**src/rtl/crc_frame_appender.sv**
```systemverilog
// crc_frame_appender: byte stream in, same bytes out with an MSB-first CRC appended after each frame.
// Latency: one cycle from input accept to o_m_data; NBYTES CRC bytes follow the frame's last data byte.
// Backpressure: single registered output stage; o_s_ready = output free and not appending a CRC.
// Ports: i_clk / i_reset_n (async, active-low); i_s_data/i_s_valid/i_s_last/o_s_ready input stream;
//   o_m_data/o_m_valid/o_m_last/i_m_ready output stream (o_m_last on final CRC byte);
//   o_frame_cnt counts frames whose last CRC byte was accepted downstream, wrapping at 0xFFFF.
module crc_frame_appender #(
  parameter int                   CRC_WIDTH = 8,
  parameter logic [CRC_WIDTH-1:0] POLY      = 'h07,
  parameter logic [CRC_WIDTH-1:0] INIT      = 'h00,
  parameter logic [CRC_WIDTH-1:0] XOR_OUT   = 'h00
) (
  input  logic        i_clk,
  input  logic        i_reset_n,
  input  logic [7:0]  i_s_data,
  input  logic        i_s_valid,
  input  logic        i_s_last,
  output logic        o_s_ready,
  output logic [7:0]  o_m_data,
  output logic        o_m_valid,
  output logic        o_m_last,
  input  logic        i_m_ready,
  output logic [15:0] o_frame_cnt
);

  localparam int         NBYTES   = CRC_WIDTH / 8;
  localparam logic [1:0] LAST_IDX = 2'(NBYTES - 1);

  typedef enum logic {ST_DATA, ST_APPEND} state_t;

  state_t               r_state, w_state_nxt;
  logic [CRC_WIDTH-1:0] r_crc, r_fcrc;
  logic [CRC_WIDTH-1:0] w_crc_upd, w_fcrc_sh;
  logic [1:0]           r_idx;
  logic [7:0]           r_m_data;
  logic                 r_m_valid, r_m_last;
  logic [15:0]          r_frame_cnt;
  logic [7:0]           w_crc_byte;
  logic                 w_ofree, w_accept, w_load_crc, w_last_crc, w_pop_last;

  // Serial MSB-first CRC over one byte, bit 7 first, no reflection.
  function automatic logic [CRC_WIDTH-1:0] crc_byte(input logic [CRC_WIDTH-1:0] c,
                                                    input logic [7:0]           d);
    logic [CRC_WIDTH-1:0] x;
    logic                 fb;
    x = c;
    for (int b = 7; b >= 0; b--) begin
      fb = x[CRC_WIDTH-1] ^ d[b];
      x  = {x[CRC_WIDTH-2:0], 1'b0};
      if (fb) x = x ^ POLY;
    end
    return x;
  endfunction

  assign w_crc_upd  = crc_byte(r_crc, i_s_data);
  // Select the CRC byte for the current index, most-significant byte first.
  assign w_fcrc_sh  = r_fcrc >> (8 * (NBYTES - 1 - int'(r_idx)));
  assign w_crc_byte = w_fcrc_sh[7:0];
  assign w_pop_last = r_m_valid && i_m_ready && r_m_last;

  // FSM: state register
  always_ff @(posedge i_clk or negedge i_reset_n) begin
    if (!i_reset_n) r_state <= ST_DATA;
    else            r_state <= w_state_nxt;
  end

  // FSM: next state
  always_comb begin
    w_state_nxt = r_state;
    case (r_state)
      ST_DATA:   if (w_accept && i_s_last) w_state_nxt = ST_APPEND;
      ST_APPEND: if (w_last_crc)           w_state_nxt = ST_DATA;
      default:                             w_state_nxt = ST_DATA;
    endcase
  end

  // FSM: outputs / strobes
  always_comb begin
    w_ofree    = !r_m_valid || i_m_ready;
    o_s_ready  = 1'b0;
    w_load_crc = 1'b0;
    case (r_state)
      ST_DATA:   o_s_ready  = w_ofree;
      ST_APPEND: w_load_crc = w_ofree;
      default:   o_s_ready  = 1'b0;
    endcase
    w_accept   = i_s_valid && o_s_ready;
    w_last_crc = w_load_crc && (r_idx == LAST_IDX);
  end

  // Output register, running CRC, frame CRC latch and byte index.
  always_ff @(posedge i_clk or negedge i_reset_n) begin
    if (!i_reset_n) begin
      r_crc     <= INIT;
      r_fcrc    <= '0;
      r_idx     <= '0;
      r_m_data  <= '0;
      r_m_valid <= 1'b0;
      r_m_last  <= 1'b0;
    end else if (w_accept) begin
      r_m_data  <= i_s_data;
      r_m_valid <= 1'b1;
      r_m_last  <= 1'b0;
      r_crc     <= w_crc_upd;
      if (i_s_last) begin
        r_fcrc <= w_crc_upd ^ XOR_OUT;
        r_idx  <= '0;
      end
    end else if (w_load_crc) begin
      r_m_data  <= w_crc_byte;
      r_m_valid <= 1'b1;
      r_m_last  <= w_last_crc;
      if (w_last_crc) begin
        r_crc <= INIT;
        r_idx <= '0;
      end else begin
        r_idx <= r_idx + 2'd1;
      end
    end else if (w_ofree) begin
      r_m_valid <= 1'b0;
    end
  end

  always_ff @(posedge i_clk or negedge i_reset_n) begin
    if (!i_reset_n)      r_frame_cnt <= '0;
    else if (w_pop_last) r_frame_cnt <= r_frame_cnt + 16'd1;
  end

  assign o_m_data    = r_m_data;
  assign o_m_valid   = r_m_valid;
  assign o_m_last    = r_m_last;
  assign o_frame_cnt = r_frame_cnt;

endmodule
```
**config.mk**
```make
export PLATFORM = sky130hd
export DESIGN_NAME = crc_frame_appender
export DESIGN_NICKNAME = d
export VERILOG_FILES = /design/src/rtl/crc_frame_appender.sv
export SDC_FILE = /design/constraint.sdc
export NUM_CORES = 1
export LEC_CHECK = 0
export ABC_CLOCK_PERIOD_IN_PS = 2000
export CAP_MARGIN = 20
export CORE_UTILIZATION = 50
export DETAILED_ROUTE_END_ITERATION = 8
export PLACE_DENSITY = 0.73
export SKIP_CTS_REPAIR_TIMING = 1
export SYNTH_ARGS = -nofsm -noshare
export SYNTH_HDL_FRONTEND = slang
export SYNTH_SLANG_ARGS = --single-unit
```
**constraint.sdc**
```tcl
create_clock -name i_clk -period 2 [get_ports i_clk]
set_input_delay 0.4 -clock i_clk [delete_from_list [all_inputs] [get_ports i_clk]]
set_output_delay 0.4 -clock i_clk [all_outputs]
set_load 0.1 [all_outputs]
```
# --- After elaboration in Yosys (flattened, before gate mapping) ---
# Cells that the tools add are included.
op_classes:
  n_addsub: 3
  n_eq_ne: 1
  shifts: 1
  mux: 27
  bitwise: 17
  n_reduce_logical: 14
op_table:
  columns: ["operator", "n"]
  rows:
  - ["2-to-1 mux 8 bit", 5]
  - [">> shifter 8 x 32 -> 8 bit", 1]
  - ["2-to-1 mux 3 bit", 8]
  - ["inverter 3 bit", 8]
  - ["adder 16 x 1 -> 16 bit (second input constant)", 1]
  - ["2-to-1 mux 1 bit", 9]
  - ["2-to-1 mux 2 bit", 4]
  - ["XOR 1 bit", 8]
  - ["AND reduction 2 bit", 3]
  - ["logical AND 1 bit", 5]
  - ["nonzero test 2 bit", 2]
  - ["nonzero test 3 bit", 1]
  - ["subtractor 1 x 2 -> 3 bit (first input constant)", 1]
  - ["adder 2 x 1 -> 2 bit (second input constant)", 1]
  - ["logical NOT 2 bit", 1]
  - ["inequality test 2 bit (second input constant)", 1]
  - ["one-hot mux 1 bit (2 select lines)", 1]
  - ["logical NOT 1 bit", 1]
  - ["logical OR 1 bit", 1]
  - ["inverter 1 bit", 1]
totals:
  register_bits: 45
  inputBits: 13
  wordCells: 71

# --- Longest topological paths before layout ---
logic_depth:
  ltp_word: 17
  ltp_mapped: 7

# --- Worst setup path before layout ---
# Ideal clock, no wire load.
synth_path:
  path_type: "register to output"
  startpoint: "register r_m_valid (netlist: o_m_valid)"
  endpoint: "output port o_s_ready"
  arrival_time_ps: 2316
  t_required_ps: 1600
  path_slack_ps: -716
  path_stages_with_launch: 3
  path_buffers: 0
  path_cell_list: "dfrtp_1 nor2b_1 nor2_1"
synth_between:
  elab_chain_cells: 3
synth_rtl:
  columns: ["item", "line_no", "rtl"]
  rows:
  - ["start, declared", "36", "logic r_m_valid, r_m_last;"]
  - ["start signal, assigned", "98", "r_m_valid <= 1'b0;"]
  - ["start signal, assigned", "102", "r_m_valid <= 1'b1;"]
  - ["start signal, assigned", "111", "r_m_valid <= 1'b1;"]
  - ["logical NOT 1 bit", "79", "w_ofree = !r_m_valid || i_m_ready;"]
  - ["logical OR 1 bit", "79", null]
  - ["2-to-1 mux 1 bit", "82", "case (r_state)"]
  - ["end, declared", "18", "output logic o_s_ready,"]
# No other way between the ends.

# --- Worst setup path in the final report ---
layout_path:
  startpoint: "input port i_m_ready"
  endpoint: "output port o_s_ready"
layout_between:
  elab_chain_cells: 2
layout_rtl:
  columns: ["item", "line_no", "rtl"]
  rows:
  - ["start, declared", "22", "input logic i_m_ready,"]
  - ["logical OR 1 bit", "79", null]
  - ["2-to-1 mux 1 bit", "82", null]
# No other way between the ends.

==> run metrics <==
status=completed; Hold Crit Class=in2async; worst-margin pin slew=0.829 ns; nets@finish=249; Clk Latency, worst-skew pair=0.29 ns; first-pass GRT wire length=7.24 mm; Worst EP arrival=1.49 ns; vias per cell=5.39; startpoint types=input port; GPL Wtd Cong=0.806; Setup-failing EPs final=0; Max Cap Viol=0; # clock sinks=45; Bufs on Longest Clock Path=2; top-count cell post-synth=dfrtp_1; Core Footprint=4090 sq um; PortBufs=39; pwr/cell area=1760 nW/um^2; Initial Util=53.1%; cell taking the most area after synthesis=dfrtp_1; max_slew headroom=44.4%; WS Path Type=in2out; leak pwr=1.35 nW; cell area after layout=2780 sq um; CTS buffer count=5; Reg2Reg Depth=5; Post-synth EDFFs=0; Cell Chain, Critical Path=clkdlybuf4s50_1 -> buf_4 -> nor2b_1 -> nor2_4 -> buf_12; ratio of cells with drive above 1 in the final layout=28.1%; Synth Area per Inst=12.1 sq um; top cell type's share of synthesized area=51.9%; dominant cells by area after synthesis=dfrtp_1, xnor2_1, a22o_1, mux2_2, xor2_1; Yosys cell types=31; Worst setup EP type=primary output; Vias=1537; sequential share of the synthesized area=51.9%; DRC viols=0; Pwr Total=0.00489 W; vias in the first global route=1514; fin util=67.9%; Row Count=23; slowest stage cell, crit path=clkdlybuf4s50_1; CP bufs+invs=3; largest net degree at the start of global routing=27; H-tree Lvls=2; Die Y=67.9 um; fin. max-slew vios=0; final hold violations=0; CP Data Required Time=1.60 ns; CTS tree=built; drt total wl=4.43 mm; clock root cell=clkbuf_8; Post-DRT Antenna Nets=0; die area=4610 sq um; RSZ-0062 raised after global routing=no; Top delay family on crit path=buffers and inverters; DRT iter0 DRCs=60; hpwl dp=3.29 mm; initial antenna violation count=0; VDD IR max=1.07 mV; Yosys Warn Count=0; Antenna Cells=0; ys flop type=dfrtp_1; die width=67.9 um; CP Depth=5; Tmin final=1.89 ns; Routed WL per cell=15.6 um; #FFs+latches synth=45; Synth top cells by count=dfrtp_1, xnor2_1, a22o_1; DRT Pass-1 Iters=4; Syn Std Cell Area=2170 sq um; Async SR Flop Fraction=100%; Area after DPL=2690 sq um; Area Overhead vs Synth=27.9%; # IOs=40; GRT Util Overall=21.7%; Synth Instances=179; slowest stage delay, CP=0.44 ns; clk_skew=0.00689 ns; clock slew at reported path FFs=0.08 ns; period utilisation layout=94.5%; fmax=529 MHz; syn_nets=194; GR Overflow Total=0; crit-path max FO=3
worst paths after layout:
kind,endpoint,slack (ns),from
hold reg to reg,o_frame_cnt[15],0.48,o_frame_cnt[15]
setup reg to reg,r_crc[5],0.27,r_idx[0]
setup / recovery,o_s_ready,0.11,i_m_ready
min in group i_clk,o_frame_cnt[15],0.48,o_frame_cnt[15]
max in group asynchronous,o_m_data[2],1.45,i_reset_n
hold / removal,o_frame_cnt[12],0.05,i_reset_n
through the flow:
stage | setup TNS, ns | setup WS (ns) | std cells | hold WS [ns]
after floorplan | 0 | 0.0540 | 179 | 0.104
after global placement | -0.155 | -0.0796 | 277 | 0.375
after detailed placement | -0.527 | -0.153 | 277 | 0.385
after CTS | 0 | 0.102 | 285 | 0.0624
after global routing | 0 | 0.0432 | 285 | 0.0786
final | 0 | 0.110 | 285 | 0.0460
where the power goes:
| group | switching (W) | leakage [nW] | internal (W) |
|---|---|---|---|
| Clock | 0.000296 | 0.0450 | 0.000242 |
| Sequential | 0.000269 | 0.557 | 0.00124 |
| Combinational | 0.00177 | 0.743 | 0.00107 |
cell usage in the layout (no fill, tap or decap), drive strengths merged:
master / instances
dfrtp: 45
buf: 42
xnor2: 24
a22o: 15
nand2: 13
xor2: 11
clkdlybuf4s50: 11
mux2: 9
nand3: 8
a21o: 8
nor2: 6
clkbuf: 6
inv: 5
and4: 4
nor3: 4
and2: 3
nand4: 3
nor2b: 2
o21ai: 2
xnor3: 2
ha: 2
clkinv: 2
nand2b: 1
xor3: 1
or3b: 1
nor4b: 1
a31o: 1
a21oi: 1
a32o: 1
or3: 1
cells by family after synthesis:
| family | synth area share [%] |
|---|---|
| compound gates | 10.4 |
| xor+xnor | 18.5 |
| fa+ha+maj | 1.15 |
| buf+inv | 1.96 |
| flops | 51.9 |
| mux | 4.67 |
| simple gates | 11.4 |
flip-flops by register name, indices dropped and copies added (netlist names):
| register | count |
|---|---|
| o_frame_cnt | 16 |
| o_m_data | 8 |
| r_crc | 8 |
| r_fcrc | 8 |
| r_idx | 2 |
| o_m_last | 1 |
| o_m_valid | 1 |
| r_state | 1 |
layout make-up:
class | instances | area [sq um]
clock buffer | 6 | 72.6
clock inverter | 2 | 10.0
fill | 314 | 1310
inverter | 5 | 18.8
multi-input combinational | 124 | 1010
sequential | 45 | 1130
tap | 50 | 62.6
timing repair buffer | 53 | 473
worst register-to-register path, stage by stage, from the launching register on:
cell and delay (ns):
dfrtp_1 0.39, inv_1 0.06, ha_1 0.24, and2_1 0.17
o21ai_1 0.55, a22o_1 0.26
routing by layer:
metal | global-route usage [%] | up-vias | share of wire (%)
met5 | 0 | - | 0
met4 | 6.51 | 0 | 0.86
met3 | 4.00 | 4 | 3.2
met2 | 35.0 | 27 | 49
met1 | 29.9 | 770 | 47
li1 | - | 736 | -
Note: power is estimated with default switching activity, not from simulation.
==> edit (same settings) <==
Set the parameter `CRC_WIDTH` to 12 (it was 8).
--- a/src/rtl/crc_frame_appender.sv
+++ b/src/rtl/crc_frame_appender.sv
@@ -5,7 +5,7 @@
 //   o_m_data/o_m_valid/o_m_last/i_m_ready output stream (o_m_last on final CRC byte);
 //   o_frame_cnt counts frames whose last CRC byte was accepted downstream, wrapping at 0xFFFF.
 module crc_frame_appender #(
-  parameter int                   CRC_WIDTH = 8,
+  parameter int                   CRC_WIDTH = 12,
   parameter logic [CRC_WIDTH-1:0] POLY      = 'h07,
   parameter logic [CRC_WIDTH-1:0] INIT      = 'h00,
   parameter logic [CRC_WIDTH-1:0] XOR_OUT   = 'h00
Check against the original RTL: not equivalent (a bounded check fails within 4 cycles, from zero or initial values and one cycle with i_reset_n low).
==> edit against the original RTL <==
  * Cell area rose by 11%
  * Routed wire length is 19% higher
  * Area after synthesis is 11% higher
  * Core utilization rose by 0.28 points
  * Sequential share of layout area grew 2.8 points
  * Count of clock-buffer cells in the layout stayed put
  * Sequential power grew 19%
  * Total power is 9.0% higher
  * Sequential cell count rose by 8
  * First-iteration DRC count shrank 12%
  * Largest cell class unchanged
  * Clock skew grew 1.1 ps
  * Global-route usage rose by 2.2 points
  * Worst setup slack improved by 56 ps
==> edit: results <==
set metrics [dict create \
    outcome "finished clean" \
    synth_commonest_cells "dfrtp_1, xnor2_1, nand2_1" \
    gp_congestion 0.838 \
    seq_area_frac_synth 0.548 \
    insertion_delay_ps 310 \
    grt_usage 0.239 \
    rows 24 \
    post_dp_cell_area_um2 2990 \
    dp_hpwl_mm 3.95 \
    p_leak_nw 1.42 \
    grt_pass1_vias 1878 \
    fmax_mhz 545 \
    crit_path_max_incr_delay_ps 420 \
    cp.arrival_ps 1430 \
    cp_max_fo 5 \
    relSlewSlack 0.607 \
    holdWs_ps 39.8 \
    drive_above_1_share 0.335 \
    criticalPathCategory "input pin to output port" \
    antenna_found_initial 0 \
    drt-initial-drc-count 53 \
    dp.cells 304 \
    syn_inst 200 \
    r2r_slack_ps 400 \
    finalNetCount 274 \
    ys_types 34 \
    antenna_cells 0 \
    vias_per_cell 5.68 \
    r2r-end "o_m_data[5]" \
    synth_flop_cell "dfrtp_1" \
    grt_pass1_wl_mm 9.25 \
    vias 1772 \
    peakVddDrop_mv 1.03 \
    skew_ps 7.95 \
    dr.pass1.iters 4 \
    r2r_cells 3 \
    synth_area_leaders "dfrtp_1, xnor2_1, mux2_2, a22o_1, xor2_1" \
    dp_slack_ps -21.0 \
    grt_max_degree 22 \
    drt_wl_total_mm 5.26 \
    worstReg2RegStart "r_state" \
    synth_nets 215 \
]
-- edit: cell types whose count changed in the layout (fill, tap and decap cells not counted), moves of 5 or more --
cell	delta
buf_4	+7
a22o_1	-5
a21o_1	-7
and3_1	+5
o21ai_0	+7
-- edit: cell families after synthesis --
kind of cell,Yosys count,synth area share
adder cells (fa/ha/maj),2,0.0103
XOR/XNOR,36,0.133
flip-flops,53,0.548
AND/OR/NAND/NOR,51,0.110
buffers and inverters,12,0.0222
multiplexers,16,0.0724
AO/OA/AOI/OAI,30,0.103
-- edit: worst max path at each step --
stage,startpoint,end,cells past startpoint
floorplan,o_frame_cnt[6],o_frame_cnt[15],4
global route,i_m_ready,o_s_ready,5
global placement,i_m_ready,o_m_data[5],4
CTS,i_m_ready,o_s_ready,5
finish,i_m_ready,o_s_ready,5
detailed placement,i_m_ready,o_m_data[5],4
-- edit: final cells by class --
| cell class | count | area, um2 |
|---|---|---|
| Fill cell | 357 | 1430 |
| Sequential cell | 53 | 1340 |
| Clock buffer | 6 | 72.6 |
| Clock inverter | 2 | 10.0 |
| Multi-Input combinational cell | 135 | 1050 |
| Tap cell | 52 | 65.1 |
| Timing Repair Buffer | 60 | 526 |
| Inverter | 4 | 15.0 |
-- edit: report_power, final --
| part | internal, mW | switching (mW) | total (mW) |
|---|---|---|---|
| registers | 1.47 | 0.320 | 1.79 |
| logic | 1.08 | 1.89 | 2.97 |
| clock network | 0.243 | 0.333 | 0.577 |
| total | 2.78 | 2.54 | 5.33 |
-- edit: routing by layer --
layer / up-vias / global-route usage / part of all wire
met5: - / 0 / 0
met4: 0 / 0.0719 / 0.019
met3: 9 / 0.0506 / 0.038
met2: 45 / 0.420 / 0.51
met1: 893 / 0.299 / 0.43
li1: 825 / - / -
